===== src/rtl/pe_state_memory_pkg.sv =====
// Shared widths and state typedefs for the PE state stores.
// Imported by the PE and the interconnect so both agree on word sizes.
package pe_state_memory_pkg;

  localparam int DEF_NODE_ADDR_W = 4;
  localparam int DEF_NODE_DATA_W = 32;
  localparam int DEF_EDGE_ADDR_W = 6;
  localparam int DEF_EDGE_DATA_W = 16;

  typedef logic [DEF_NODE_ADDR_W-1:0] node_addr_t;
  typedef logic [DEF_NODE_DATA_W-1:0] node_state_t;
  typedef logic [DEF_EDGE_ADDR_W-1:0] edge_addr_t;
  typedef logic [DEF_EDGE_DATA_W-1:0] edge_state_t;

endpackage


===== src/rtl/pe_state_memory_state_ram.sv =====
// Register-array RAM, 2R2W or 1R1W, write-first, clearable.
// Port A wins when both write ports hit the same word.
module state_ram #(
  parameter int AW       = 4,
  parameter int DW       = 32,
  parameter bit TWO_PORT = 1'b1
) (
  input  logic          clk_i,
  input  logic          rst_i,
  input  logic [AW-1:0] rdaddr_a_i,
  input  logic [AW-1:0] rdaddr_b_i,
  input  logic [AW-1:0] wraddr_a_i,
  input  logic [AW-1:0] wraddr_b_i,
  input  logic          wren_a_i,
  input  logic          wren_b_i,
  input  logic [DW-1:0] wrdata_a_i,
  input  logic [DW-1:0] wrdata_b_i,
  output logic [DW-1:0] q_a_o,
  output logic [DW-1:0] q_b_o
);

  localparam int DEPTH = 2**AW;

  logic [DW-1:0] mem_q [DEPTH];
  logic [DW-1:0] q_a_d;
  logic [DW-1:0] q_a_q;
  logic [DW-1:0] q_b_d;
  logic [DW-1:0] q_b_q;
  logic          wen_b;

  assign wen_b = TWO_PORT && wren_b_i;

  // Forward in-flight writes; A is checked first so it wins.
  always_comb begin
    q_a_d = mem_q[rdaddr_a_i];
    if (wren_a_i && (wraddr_a_i == rdaddr_a_i)) begin
      q_a_d = wrdata_a_i;
    end else if (wen_b && (wraddr_b_i == rdaddr_a_i)) begin
      q_a_d = wrdata_b_i;
    end
  end

  always_comb begin
    q_b_d = '0;
    if (TWO_PORT) begin
      q_b_d = mem_q[rdaddr_b_i];
      if (wren_a_i && (wraddr_a_i == rdaddr_b_i)) begin
        q_b_d = wrdata_a_i;
      end else if (wen_b && (wraddr_b_i == rdaddr_b_i)) begin
        q_b_d = wrdata_b_i;
      end
    end
  end

  always_ff @(posedge clk_i) begin
    if (rst_i) begin
      for (int i = 0; i < DEPTH; i++) begin
        mem_q[i] <= '0;
      end
      q_a_q <= '0;
      q_b_q <= '0;
    end else begin
      if (wen_b) begin
        mem_q[wraddr_b_i] <= wrdata_b_i;
      end
      if (wren_a_i) begin
        mem_q[wraddr_a_i] <= wrdata_a_i;
      end
      q_a_q <= q_a_d;
      q_b_q <= q_b_d;
    end
  end

  assign q_a_o = q_a_q;
  assign q_b_o = q_b_q;

endmodule


===== src/rtl/pe_state_memory.sv =====
// PE state memory: 2R2W node store plus independent 1R1W edge store.
// Both stores clear synchronously on rst.
module pe_state_memory
  import pe_state_memory_pkg::*;
#(
  parameter int NODE_ADDR_W = DEF_NODE_ADDR_W,
  parameter int NODE_DATA_W = DEF_NODE_DATA_W,
  parameter int EDGE_ADDR_W = DEF_EDGE_ADDR_W,
  parameter int EDGE_DATA_W = DEF_EDGE_DATA_W
) (
  input  logic                   clk,
  input  logic                   rst,
  input  logic [NODE_ADDR_W-1:0] n_rdaddr_a,
  input  logic [NODE_ADDR_W-1:0] n_rdaddr_b,
  input  logic [NODE_ADDR_W-1:0] n_wraddr_a,
  input  logic [NODE_ADDR_W-1:0] n_wraddr_b,
  input  logic                   n_wren_a,
  input  logic                   n_wren_b,
  input  logic [NODE_DATA_W-1:0] n_wrdata_a,
  input  logic [NODE_DATA_W-1:0] n_wrdata_b,
  output logic [NODE_DATA_W-1:0] n_q_a,
  output logic [NODE_DATA_W-1:0] n_q_b,
  input  logic [EDGE_ADDR_W-1:0] e_rdaddr,
  input  logic [EDGE_ADDR_W-1:0] e_wraddr,
  input  logic                   e_wren,
  input  logic [EDGE_DATA_W-1:0] e_wrdata,
  output logic [EDGE_DATA_W-1:0] e_q
);

  logic [EDGE_DATA_W-1:0] e_q_b_unused;

  state_ram #(
    .AW       (NODE_ADDR_W),
    .DW       (NODE_DATA_W),
    .TWO_PORT (1'b1)
  ) u_node (
    .clk_i      (clk),
    .rst_i      (rst),
    .rdaddr_a_i (n_rdaddr_a),
    .rdaddr_b_i (n_rdaddr_b),
    .wraddr_a_i (n_wraddr_a),
    .wraddr_b_i (n_wraddr_b),
    .wren_a_i   (n_wren_a),
    .wren_b_i   (n_wren_b),
    .wrdata_a_i (n_wrdata_a),
    .wrdata_b_i (n_wrdata_b),
    .q_a_o      (n_q_a),
    .q_b_o      (n_q_b)
  );

  // Edge store uses port A only; port B is tied off.
  state_ram #(
    .AW       (EDGE_ADDR_W),
    .DW       (EDGE_DATA_W),
    .TWO_PORT (1'b0)
  ) u_edge (
    .clk_i      (clk),
    .rst_i      (rst),
    .rdaddr_a_i (e_rdaddr),
    .rdaddr_b_i ('0),
    .wraddr_a_i (e_wraddr),
    .wraddr_b_i ('0),
    .wren_a_i   (e_wren),
    .wren_b_i   (1'b0),
    .wrdata_a_i (e_wrdata),
    .wrdata_b_i ('0),
    .q_a_o      (e_q),
    .q_b_o      (e_q_b_unused)
  );

endmodule


===== config.mk =====
export PLATFORM = sky130hd
export DESIGN_NAME = pe_state_memory
export DESIGN_NICKNAME = d
export VERILOG_FILES = /design/src/rtl/pe_state_memory_pkg.sv /design/src/rtl/pe_state_memory_state_ram.sv /design/src/rtl/pe_state_memory.sv
export SDC_FILE = /design/constraint.sdc
export NUM_CORES = 2
export LEC_CHECK = 0
export CORE_UTILIZATION = 45
export DETAILED_ROUTE_END_ITERATION = 10
export GPL_TIMING_DRIVEN = 0
export MAX_ROUTING_LAYER = met4
export PLACE_DENSITY = 0.63
export SLEW_MARGIN = 20
export SYNTH_ARGS = -nofsm -noshare
export SYNTH_HDL_FRONTEND = slang
export SYNTH_SLANG_ARGS = --single-unit

===== constraint.sdc =====
create_clock -name clk -period 4.4 [get_ports clk]
set_input_delay 0.88 -clock clk [delete_from_list [all_inputs] [get_ports clk]]
set_output_delay 0.88 -clock clk [all_outputs]
set_load 0.05 [all_outputs]

# Yosys cells after proc, flatten, opt, wreduce, memory -nomap -nowiden
# Memories as Yosys holds them, arrays and structs flattened. A register that Yosys moved wholly into a read port is not among the register bits.
# Cells that the tools add are included.
totals:
  register_bits: 0
  word_cells: 25
  ramBits: 1536
  mem_bits_ro: 0
  output_inout_bits: 80
  n_memories: 2
  latchBits: 0
op_classes:
  eq_ne: 0
  div_mod_pow: 0
  n_reduce_logical: 3
  order_cmp: 0
  shift: 0
  n_bitwise: 0
  mul: 0
  mux: 20
  addsub: 0
memory_table:
  columns: ["name", "words", "width", "rd", "rd_clocked_by_memory_dff", "wr", "line", "text"]
  rows:
  - ["u_edge.mem_q", 64, 16, 1, 1, 64, "pe_state_memory_state_ram.sv:24", "logic [DW-1:0] mem_q [DEPTH];"]
  - ["u_node.mem_q", 16, 32, 2, 2, 16, "pe_state_memory_state_ram.sv:24", null]
op_table:
  columns: ["op", "n"]
  rows:
  - ["$mux 32", 2]
  - ["$reduce_or 32->1", 2]
  - ["$mux 16", 1]
  - ["$reduce_or 16->1", 1]
  - ["$mux 1", 14]
  - ["$mux 4", 2]
  - ["$mux 6", 1]

# Logic depth before layout (Yosys ltp)
depth:
  depth_word: 5
  mapped_depth: 9
  depth_no_buf: 5

# Hierarchy
# From an unflattened synthesis, not the netlist that was laid out.
hier_totals:
  cells_unflattened: 6081
  hier_area_um2: 80209.4
modules_own_cells:
  columns: ["module", "area_each_um2", "n_inst", "cells_per_inst", "seq_area_each_um2"]
  rows:
  - ["state_ram (u_edge)", 47234.1, 1, 3571, 31069.8]
  - ["state_ram (u_node)", 32971.6, 1, 2509, 16656.0]
  - ["pe_state_memory", 3.8, 1, 1, 0.0]

# Least setup slack after synthesis
# OpenSTA, ideal clock, no wires.
synth_timing:
  path_type: "input to register"
  from: "input port rst"
  to: "memory u_node.mem_q[1][0], enable pin"
  slack_ns: 1.275
  t_arrival_ns: 2.730
  t_required_ns: 4.004
  setup_time_ns: 0.396
  path_stages: 5
  path_cell_list: "nand2b_1 or3b_1 buf_2 nor3_2 a311o_1"
synth_rtl:
  columns: ["item", "line", "text"]
  rows:
  - ["start, declared", "pe_state_memory.sv:12", "input logic rst,"]
  - ["end, declared", "pe_state_memory_state_ram.sv:24", null]

# Worst setup path in the final report
layout_timing:
  from: "input port rst"
  to: "register u_node.q_a_q[11] (netlist: u_node.q_a_o[11]) (read register of u_node.mem_q)"
layout_rtl:
  columns: ["item", "line", "text"]
  rows:
  - ["end, declared", "pe_state_memory_state_ram.sv:26", "logic [DW-1:0] q_a_q;"]
# No word-level cell between the ends.

==> out/results.ini <==
[clock_tree]
cts-hold-fix-buffers=0
htree_levels=4
clk_pin_slew_ns=0.06
cts_buffers=175
clockBufferDepth=3
cts_setup_buffers=0
clock_latency_ns=0.84
cts_root_buffer=clkbuf_16
cts_tree=yes
cts_resized=0
clock_sinks=1616

[place]
place_hpwl_um=189800
placed_cell_area_mm2=0.08380
routabilityCongestion=0.9938
io_buffers=92
dp.cells=7733

[synth]
synth_edf_count=1536
synth_cells=5302
ys_async_sr_fraction=0
synth_xor_xnor_area_share=0.002422
synth_top_family_by_area=multiplexers
synth_ff_type=edfxtp_1
synth_area_mm2=0.07955
syn-num-nets=5415
synth-simple-area-share=0.1077
synth_cell_types=48
yosysSeqAreaShare=0.6000
synth_fa_ha_area_frac=0
yosys_register_bits=1616
ys_warn_count=0
synthMuxAreaShare=0.1711
synth.avg_cell_area_um2=15.00
synth-compound-area-share=0.08362

[routing]
drt_pre_antenna_iters=6
final_antenna_net_count=0
viasPerCell=6.454
wire_per_inst_um=33.64
wl_um=271100
drt_iter0_drc=6906
drcViolationCount=0
vias=52020

[floorplan]
die_h_um=422.4
die_w_um=422.4
io_pins=193
dieArea_mm2=0.1785
start_util=0.4551
rows=153
core_mm2=0.1748

[grt]
first_global_vias=51140
antenna_found_initial=19
gr-total-overflow=0
grt_max_degree=33
grt.total_usage=0.3090
grt_pass1_wl_um=377900

[layout]
final_core_util=0.5113
layout_common_cells=1536 x edfxtp_1, 1024 x and2_1, 576 x a22o_1, 474 x clkbuf_1, 448 x mux4_2
finalNonFillerCells=8060
regArea_mm2=0.04773
synthToLayoutAreaGrowth_pct=12.34
multi_input_area_mm2=0.02912
drive_gt1_frac=0.2140
fill_cells=14570
final_net_count=5698
mostFrequentLayoutCell=edfxtp_1
fin_area_mm2=0.08937

[setup_path]
crit_fanout=10
arrival_ns=5.04
critPathLaunchType=primary input
crit_required_ns=5.00
worst-r2r-cell-count=5
cp-end-kind=flop
r2r_setup_slack_ns=1.91
worst-setup-path-type=in -> reg

[worst_hold_path]
hold_path.class=in -> reg
hold_depth=2

[sta]
slew_headroom=0.1644
skew_ns=0.02881
finalSetupViolCount=5
tightest_slew_ns=1.253
post-route-min-period_ns=4.438
setup_ws_ns=-0.03782
timing.fmax_mhz=225.3
hold_violations=0
period_share=1.009
final_max_slew_viol_count=0
rsz0062_at_grt=no

[power_and_ir_drop]
power.leakage_nw=29.94
power_density_mw_per_mm2=410.6
ir_worst_vdd_uv=394.0

[outcome]
violations=negative setup slack
outcome=finished, violations left

[job]
cap_violations=0

==> layout make-up <==
class	instances	area share
multi-input cells	3040	0.3258
repair buffers	106	0.01394
well taps	2325	0.03255
clock buffers	244	0.05490
flip-flops and latches	1616	0.5341
clock inverters	71	0.006874
diodes	12	0.0003360
plain buffers	646	0.03153
==> flip-flops by register name (all words and copies together) (netlist names) <==
name,count
u_node.q_a_o,32
u_node.mem_q,512
u_edge.q_a_o,16
u_node.q_b_o,32
u_edge.mem_q,1024
==> routing by layer <==
layer	wire (µm)	part of all wire	track usage	vias up
li1	-	-	-	21150
met1	105000	0.39	0.4060	26900
met2	120200	0.44	0.4448	3314
met3	31470	0.12	0.08513	656
met4	14400	0.053	0.1445	0
met5	0	0	-	-
==> cell usage after synthesis, drive strengths merged (6+ instances only) <==
library cell  instances  area (µm²)
a211oi               65       493.0
o41ai                32       280.3
nor4                  6       56.31
xnor2                15       131.4
or2                  72       450.4
mux2i                64       640.6
a22o                576        5045
mux4                448       10090
mux2                256        2883
nand2                27       103.9
xor2                  7       61.31
nor3                 84       457.9
dfxtp                80        1602
or3                  16       100.1
edfxtp             1536       46120
nor2                159       626.8
nand3                22       110.1
o22ai               128       800.8
clkbuf              435        1634
buf                 211        1165
nand2b               11       71.32
and2               1024        6406
==> kinds of logic after synthesis <==
family | Yosys count
flops | 1616
simple gates | 1445
compound gates | 805
mux | 768
buf+inv | 646
xor+xnor | 22
==> path summary, 6_finish.rpt <==
check | from | to
worst max-delay path | rst | u_node.q_a_o[11]
worst max register to register | u_edge.mem_q[48][9] | u_edge.q_a_o[9]
worst min-delay path | n_wrdata_b[14] | u_node.mem_q[5][14]
worst min register to register | u_edge.mem_q[15][3] | u_edge.q_a_o[3]
==> critical path: stages <==
cell             delay, ns
clkdlybuf4s50_1       1.13
clkbuf_1              0.81
clkbuf_1              0.88
clkbuf_1              0.97
a211oi_1              0.35
==> stage by stage <==
stage               setup TNS (ns)  setup slack [ns]  power [mW]  hold WS [ns]
floorplan                        0             1.275       20.73        0.7600
global placement           -864.14            -1.954       22.30        0.9475
detailed placement         -251.63           -0.6415       22.40        0.9471
CTS                              0            0.2562       36.59        0.4059
global route                     0            0.1430       37.41        0.4464
finish                     -0.1230          -0.03782       36.69        0.4557
==> where the power goes <==
| group | total, mW | leakage [nW] | switching [mW] | internal [mW] |
|---|---|---|---|---|
| Clock | 14.5 | 2.70 | 6.31 | 8.19 |
| Sequential | 18.0 | 15.3 | 0.308 | 17.7 |
| Combinational | 4.15 | 11.9 | 2.64 | 1.51 |
Power figures use the tool's default switching activity.
